[config.mk]
export PLATFORM = sky130hd
export DESIGN_NAME = sr_flipflop_bank
export DESIGN_NICKNAME = d
export VERILOG_FILES = /design/src/rtl/sr_flipflop_bank.sv
export SDC_FILE = /design/constraint.sdc
export NUM_CORES = 1
export LEC_CHECK = 0
export BUFFER_PORTS_ARGS = -buffer_cell sky130_fd_sc_hd__buf_2
export CORE_MARGIN = 1
export CORE_UTILIZATION = 40
export DETAILED_ROUTE_END_ITERATION = 7
export PLACE_DENSITY = 0.71
export SLEW_MARGIN = 15
export SYNTH_ARGS = -nofsm -noshare
export SYNTH_HDL_FRONTEND = slang
export SYNTH_SLANG_ARGS = --single-unit
[constraint.sdc]
create_clock -name clk -period 0.85 [get_ports clk]
set_input_delay 0.0425 -clock clk [delete_from_list [all_inputs] [get_ports clk]]
set_output_delay 0.0425 -clock clk [all_outputs]
set_load 0.02 [all_outputs]
[src/rtl/sr_flipflop_bank.sv]
// Bank of independent SR flip-flops with selectable S=R=1 policy and sticky conflict flags.
// Optional saturating conflict counter when SR_FLIPFLOP_BANK_CONFLICT_CNT_EN is defined.
module sr_flipflop_bank #(
   parameter int               WIDTH     = 8,
   parameter int               MODE      = 0,
   parameter logic [WIDTH-1:0] RESET_VAL = '0,
   parameter int               CNT_W     = 8
) (
   input  logic             clk,
   input  logic             reset,
   input  logic             en,
   input  logic [WIDTH-1:0] S,
   input  logic [WIDTH-1:0] R,
   input  logic             clr_conflict,
   output logic [WIDTH-1:0] Q,
   output logic [WIDTH-1:0] Qbar,
   output logic [WIDTH-1:0] changed,
`ifdef SR_FLIPFLOP_BANK_CONFLICT_CNT_EN
   output logic [CNT_W-1:0] conflict_cnt,
`endif
   output logic [WIDTH-1:0] conflict
);

   typedef enum logic [1:0] {
      POL_HOLD   = 2'd0,
      POL_SET    = 2'd1,
      POL_RESET  = 2'd2,
      POL_TOGGLE = 2'd3
   } policy_t;

   // Out-of-range MODE values fall back to hold.
   localparam policy_t POLICY =
      (MODE == 1) ? POL_SET    :
      (MODE == 2) ? POL_RESET  :
      (MODE == 3) ? POL_TOGGLE : POL_HOLD;

   logic [WIDTH-1:0] q_next;
   logic [WIDTH-1:0] hit;
   logic [WIDTH-1:0] conflict_next;

   assign hit = en ? (S & R) : '0;

   always_comb begin
      q_next = Q;
      if (en) begin
         for (int i = 0; i < WIDTH; i++) begin
            unique case ({S[i], R[i]})
               2'b01: q_next[i] = 1'b0;
               2'b10: q_next[i] = 1'b1;
               2'b11: begin
                  unique case (POLICY)
                     POL_SET:    q_next[i] = 1'b1;
                     POL_RESET:  q_next[i] = 1'b0;
                     POL_TOGGLE: q_next[i] = ~Q[i];
                     default:    q_next[i] = Q[i];
                  endcase
               end
               default: q_next[i] = Q[i];
            endcase
         end
      end
   end

   // A new conflict wins over a simultaneous clear.
   assign conflict_next = (clr_conflict ? '0 : conflict) | hit;

   always_ff @(posedge clk or posedge reset) begin
      if (reset) begin
         Q        <= RESET_VAL;
         changed  <= '0;
         conflict <= '0;
      end else begin
         Q        <= q_next;
         changed  <= q_next ^ Q;
         conflict <= conflict_next;
      end
   end

   assign Qbar = ~Q;

`ifdef SR_FLIPFLOP_BANK_CONFLICT_CNT_EN
   localparam logic [CNT_W-1:0] CNT_MAX = '1;

   logic any_hit;

   assign any_hit = |hit;

   always_ff @(posedge clk or posedge reset) begin
      if (reset) begin
         conflict_cnt <= '0;
      end else if (clr_conflict) begin
         conflict_cnt <= any_hit ? CNT_W'(1) : '0;
      end else if (any_hit && conflict_cnt != CNT_MAX) begin
         conflict_cnt <= conflict_cnt + CNT_W'(1);
      end
   end
`endif

endmodule

=== Word-level counts from Yosys, hierarchy flattened ===
Index checks and enable logic that the tools add are counted.

* Muxes and demuxes: 11
* Equality and inequality tests: 16
* Bitwise logic cells: 4

{| class="wikitable"
|+ Operators with widths
! operator !! number
|-
| $mux W8 || 3
|-
| $eq A2 B1 Y1 const B || 8
|-
| $eq A2 B2 Y1 const B || 8
|-
| $pmux W1 S2 || 8
|-
| $and A8 B8 Y8 || 1
|-
| $not A8 Y8 || 1
|-
| $or A8 B8 Y8 || 1
|-
| $xor A8 B8 Y8 || 1
|}

* Bits of input ports: 20
* Register bits after elaboration: 24
* Word-level logic and storage cells: 34

=== Depth between registers and ports, before layout ===
Gate-level depths: netlist of run 1.

* Word-level depth: 4
* Gate-level depth with buffers: 4

=== Worst setup path before layout of run 1 ===
OpenSTA, ideal clock, no wires.

* Path kind: in2reg
* Start: input port R[0]
* End: register Q[0]
* Data required time: 0.725 ns
* Arrival time: 0.797 ns
* Stages on the path: 4
* Slack: -0.072 ns
* Cells stage by stage: inv_1 > ha_1 > nor2b_1 > mux2_2

* Cells in the longest elaborated chain, start to end: 3

{| class="wikitable"
|+ RTL lines
! item !! line !! text
|-
| from (decl) || 13 || <nowiki>input logic [WIDTH-1:0] R,</nowiki>
|-
| $eq A2 B2 Y1 / $eq A2 B1 Y1 (equally long branches) || 47 || <nowiki>unique case ({S[i], R[i]})</nowiki>
|-
| $pmux W1 S2 * || 47 ||
|-
| $mux W8 * || 45 || <nowiki>if (en) begin</nowiki>
|-
| net q_next[0] || 37 || <nowiki>logic [WIDTH-1:0] q_next;</nowiki>
|-
| to (signal assigned) || 73 || <nowiki>Q <= q_next;</nowiki>
|-
| to (decl) || 15 || <nowiki>output logic [WIDTH-1:0] Q,</nowiki>
|}

Mark *: on every way through the listed nets, which the timed path passes. The rest lies on a longest branch.

=== Final worst setup path of run 1 ===
* Start: register Q[7]
* End: output port Qbar[7]

* Cells in the longest elaborated chain, start to end: 1

{| class="wikitable"
|+ RTL lines
! item !! line !! text
|-
| $not A8 Y8 || 79 || <nowiki>assign Qbar = ~Q;</nowiki>
|-
| to (decl) || 16 || <nowiki>output logic [WIDTH-1:0] Qbar,</nowiki>
|}

No other way between the ends.

==> results of run 1 <==
## cell families after synthesis
logic type               share of synthesized area (%)
flip-flops                                       47.90
XOR/XNOR                                         5.589
buffers and inverters                            8.383
AO/OA/AOI/OAI                                    3.194
AND/OR/NAND/NOR                                  11.18
multiplexers                                     7.784
adder cells (fa/ha/maj)                          15.97
## through the flow
stage	instances	setup WS (ps)	setup TNS (ps)
after floorplan	114	0.2506	0
after global placement	213	-150.1	-971.0
after detailed placement	213	-190.0	-1206
after CTS	226	-140.0	-3601
after global routing	229	-177.9	-4991
final	229	-128.1	-3219
## power breakdown
group	total [mW]	switching [mW]	internal [mW]
logic	1.35	0.587	0.765
clock network	0.591	0.330	0.261
registers	1.40	0.125	1.27
## synthesized netlist by cell type
cell,number
nor2b_1,4
xnor2_1,2
nor2_1,2
ha_1,16
mux2_2,6
nor2b_4,2
dfrtp_1,24
and2_1,6
mux2_4,2
inv_1,25
nand2b_1,2
xor2_1,6
nand2_1,8
buf_6,1
o21ai_0,8
## layout by cell type, fill, tap and decap left out, drive strengths merged, types with 4 or more instances in the layout
| master | count |
|---|---|
| ha | 16 |
| inv | 25 |
| nor2b | 6 |
| clkbuf | 4 |
| dfrtp | 24 |
| mux2 | 8 |
| o21ai | 8 |
| and2 | 6 |
| buf | 79 |
| xor2 | 6 |
| nand2 | 8 |
## routing by layer
layer	part of all wire (%)	GRT usage [%]
met1	38	19.25
met5	0	0
met4	0.58	5.102
met3	5.5	3.795
met2	56	39.08
## flip-flops by register name (all words and copies together) (netlist names)
signal,cells
Q,8
conflict,8
changed,8
## cell type report
class / count / area share (%)
Timing Repair Buffer: 81 / 32.85
Multi-Input combinational cell: 64 / 31.24
Clock buffer: 4 / 1.671
Tap cell: 31 / 1.787
Inverter: 25 / 4.323
Sequential cell: 24 / 28.13
## what timing repair did
action,CTS,global route
endpoints found under the setup margin,32,44
endpoints found under the hold margin,24,1
buffers inserted,8,2
hold buffers,1,1
gates resized for setup,70,9
## worst max-delay path, stage by stage, from the launching register on
cell	delay, ps
dfrtp_2	470
inv_2	60
buf_6	100
## path summary, 6_finish.rpt
kind,startpoint,endpoint,slack (ps)
worst max register to register,Q[2]$_DFF_PP0_,Q[2]$_DFF_PP0_,-100
max in group asynchronous,reset,Q[5]$_DFF_PP0_,300
worst min-delay path,en,conflict[1]$_DFF_PP0_,90
min in group asynchronous,reset,changed[0]$_DFF_PP0_,300
worst max-delay path,Q[7]$_DFF_PP0_,Qbar[7],-130
worst min register to register,conflict[7]$_DFF_PP0_,conflict[7]$_DFF_PP0_,550
==> flow_metrics.py, run 1 <==
metrics = {
    "sta": {
        "finalCriticalPeriod_ps": 978.1,
        "grt_setup_unrepaired": "yes",
        "max-slew-margin-rel_pct": 80.02,
        "setup_viol": 42,
        "layout_setup_ws_ps": -128.1,
        "tightestPinTransition_ps": 299.8,
        "timing.hold.ws_ps": 91.60,
        "hold_violations": 0,
        "finalClockSkew_ps": 6.890,
        "finalMaxSlewViolations": 0,
        "fmax_mhz": 1022,
        "fin_crit_sh_pct": 115.1,
    },
    "floorplan": {
        "ios": 52,
        "fp.dieH_um": 57.99,
        "start_util_pct": 43.95,
        "dieWidth_um": 57.99,
        "die_area_sq_um": 3362,
        "core_sq_um": 2853,
        "rows": 19,
    },
    "finish": {
        "drive_above_1_share_pct": 64.14,
        "area.sequential_sq_um": 610.6,
        "n_antenna_cell": 0,
        "area_delta_synth_final_pct": 73.15,
        "design_area_sq_um": 2171,
        "utilization_pct": 76.10,
        "fin_nets": 235,
        "multiInputGateArea_sq_um": 678.2,
        "nFillCells": 193,
    },
    "setup_path": {
        "arrival_ps": 940,
        "cp-end-kind": "primary output",
        "r2r_cells": 2,
        "path_max_fanout": 4,
        "startpoint_type": "register",
        "worstPathRequired_ps": 810,
        "crit_type": "register to primary output",
    },
    "yosys": {
        "synth_warnings": 0,
        "synth_top_area_share_pct": 47.90,
        "synth_seq_cells": 24,
        "synth_largest_area_cell": "dfrtp_1",
        "synthTopCellsByArea": "dfrtp_1 (48%), ha_1 (16%), inv_1 (7.5%)",
        "ys_types": 15,
        "ys_seq_area_share_pct": 47.90,
        "synth_area_sq_um": 1254,
        "synth_fp_nets": 150,
        "avgSynthCellArea_sq_um": 11.00,
        "synth_cells": 114,
    },
    "clock_tree": {
        "ctsLongestPathBuffers": 2,
        "cts_tree": "yes",
        "clock_latency_ps": 310,
        "cts_root_buffer": "clkbuf_4",
        "cts_sinks": 24,
        "clkSlewWorstSetupHoldPaths_ps": 130,
        "cts_made_buffers": 3,
        "cts_max_level": 1,
    },
    "placement": {
        "port_buffers": 51,
        "dpl_cell_area_sq_um": 1817,
        "gp_congestion": 0.7281,
        "dp_hpwl_um": 2004,
    },
    "power": {
        "ir_drop_mv": 1.122,
        "power_density_nw_per_um2": 1539,
        "leakagePower_nw": 1.135,
        "power.total_mw": 3.341,
    },
    "hold_path": {
        "holdPathStages": 4,
        "min_path_type": "input pin to register",
    },
    "global_route": {
        "grt_pass1_wl_um": 4899,
        "grt_pass1_vias": 1177,
        "overflow": 0,
        "track_usage_pct": 19.15,
        "antenna_found_initial": 0,
        "grt_max_degree": 25,
    },
    "route": {
        "dr.pass1.iters": 5,
        "drt_iter0_markers": 10,
        "vias": 1025,
        "drt_wl_total_um": 2770,
        "drc_errors": 4,
        "vias_per_cell": 4.476,
        "wl_per_cell_um": 12.10,
        "antenna_left": 0,
    },
    "status": {
        "violations": "DRC, setup timing",
        "outcome": "complete, but fails checks",
    },
    "run": {
        "drv_cap": 0,
    },
}
No activity file was read; power rests on OpenSTA's default activity.
==> run 2: changes to the inputs <==
Settings changed: CORE_UTILIZATION 40 to 42, PLACE_DENSITY 0.71 to 0.74, SKIP_CTS_REPAIR_TIMING set to 1.
==> run 2 against run 1 <==
The flow finishes with violations (setup timing). Maximum frequency shrank 1.7%. Final area shrank 3.5%. Combinational power is essentially flat. Utilization shrank 0.75 points. Via count grew 1.4%. Setup slack lost 16 ps. Critical path type unchanged. Highest routed layer unchanged.
==> flow_metrics.py, run 2 (synthesized netlist as in run 1, its figures left out) <==
metrics = {
    "setup_path": {
        "worstPathRequired_ps": 810,
        "startpoint_type": "register",
        "path_max_fanout": 4,
        "crit_type": "register to primary output",
        "cp-end-kind": "primary output",
        "arrival_ps": 950,
    },
    "clock_tree": {
        "cts_tree": "yes",
        "cts_max_level": 1,
        "clock_latency_ps": 310,
        "cts_made_buffers": 3,
        "cts_root_buffer": "clkbuf_4",
        "clkSlewWorstSetupHoldPaths_ps": 130,
        "cts_sinks": 24,
        "ctsLongestPathBuffers": 2,
    },
    "floorplan": {
        "rows": 19,
        "fp.dieH_um": 56.64,
        "core_sq_um": 2781,
        "die_area_sq_um": 3208,
        "start_util_pct": 45.07,
        "dieWidth_um": 56.64,
        "ios": 52,
    },
    "sta": {
        "setup_viol": 43,
        "layout_setup_ws_ps": -144.6,
        "grt_setup_unrepaired": "yes",
        "timing.hold.ws_ps": 17.46,
        "hold_violations": 0,
        "finalClockSkew_ps": 0.2679,
        "fin_crit_sh_pct": 117.0,
        "fmax_mhz": 1005,
        "max-slew-margin-rel_pct": 79.63,
        "tns_ps": -3182,
        "tightestPinTransition_ps": 305.5,
        "finalMaxSlewViolations": 0,
        "finalCriticalPeriod_ps": 994.6,
    },
    "power": {
        "power.switching_mw": 1.031,
        "p_sw_share_pct": 32.15,
        "seq_power_share_pct": 43.7,
        "clkPwrFrac_pct": 15.2,
        "share_comb_of_total_power_pct": 41.1,
        "power_density_nw_per_um2": 1530,
        "p_int_mw": 2.176,
        "leakagePower_nw": 1.098,
        "ir_drop_mv": 1.420,
    },
    "status": {
        "outcome": "complete, but fails checks",
        "violations": "setup timing",
    },
    "placement": {
        "gp_congestion": 0.7700,
        "port_buffers": 51,
        "dp_hpwl_um": 1901,
        "dpl_cell_area_sq_um": 1767,
        "dpl_worst_slack_ps": -187.8,
    },
    "route": {
        "drt_iter0_markers": 10,
        "dr.pass1.iters": 4,
        "drc_errors": 0,
        "wl_per_cell_um": 12.53,
        "vias": 1039,
        "drt_wl_total_um": 2781,
        "antenna_left": 0,
        "vias_per_cell": 4.680,
    },
    "global_route": {
        "grt_pass1_vias": 969,
        "track_usage_pct": 16.03,
        "grt_pass1_wl_um": 3939,
        "antenna_found_initial": 0,
        "overflow": 0,
        "grt_max_degree": 25,
    },
    "finish": {
        "final_common_cell": "buf_6",
        "final_cell_mix": "buf_6 (35), buf_2 (21), buf_4 (18)",
        "fin_nets": 229,
        "drive_above_1_share_pct": 63.35,
        "utilization_pct": 75.35,
        "area.sequential_sq_um": 610.6,
        "n_antenna_cell": 0,
        "multiInputGateArea_sq_um": 685.7,
        "design_area_sq_um": 2096,
        "area_delta_synth_final_pct": 67.17,
        "nFillCells": 184,
        "largestRegisters": "Q x8, changed x8, conflict x8",
    },
    "hold_path": {
        "min_path_type": "input pin to register",
    },
    "run": {
        "drv_cap": 0,
    },
}
[run 2: stage by stage]
stage	instances	total power, mW
3_5_place_dp	208	2.334
2_1_floorplan	114	1.966
4_1_cts	211	2.822
3_3_place_gp	208	2.296
5_1_grt	222	3.380
6_report	222	3.207
[run 2: layout make-up]
| class | count | area share [%] |
|---|---|---|
| clock buffer | 3 | 1.075 |
| inverter | 25 | 4.478 |
| multi-input combinational | 64 | 32.72 |
| sequential | 24 | 29.13 |
| tap | 31 | 1.851 |
| timing repair buffer | 75 | 30.75 |
[run 2: metal layers]
| metal | part of all wire (%) | vias up | GRT usage, % |
|---|---|---|---|
| li1 | - | 498 | - |
| met1 | 38 | 515 | 17.21 |
| met2 | 59 | 24 | 31.09 |
| met3 | 2.4 | 2 | 1.382 |
| met4 | 0.76 | 0 | 7.317 |
| met5 | 0 | - | 0 |
[run 2: worst paths after layout]
| path | depth (start not counted) | startpoint | slack [ps] | to |
|---|---|---|---|---|
| min | 2 | clr_conflict | 20 | conflict[4]$_DFF_PP0_ |
| max in group asynchronous | 4 | reset | 290 | Q[0]$_DFF_PP0_ |
| max | 2 | Q[6]$_DFF_PP0_ | -140 | Qbar[6] |
| max reg2reg | 3 | Q[1]$_DFF_PP0_ | -100 | changed[1]$_DFF_PP0_ |
| min in group asynchronous | 4 | reset | 300 | Q[5]$_DFF_PP0_ |
| min reg2reg | 2 | conflict[7]$_DFF_PP0_ | 560 | conflict[7]$_DFF_PP0_ |
[run 2: worst max-delay path: stages (launching register included)]
cell and delay [ps]:
dfrtp_2 460, inv_2 70, buf_6 110
[run 2: power by group through the flow]
stage               registers [mW]  clock network, mW  logic, mW
floorplan                     1.54                  0      0.428
global placement              1.38                  0      0.914
detailed placement            1.39                  0      0.943
CTS                           1.37              0.506      0.945
global route                  1.41              0.552       1.41
finish                        1.40              0.488       1.32
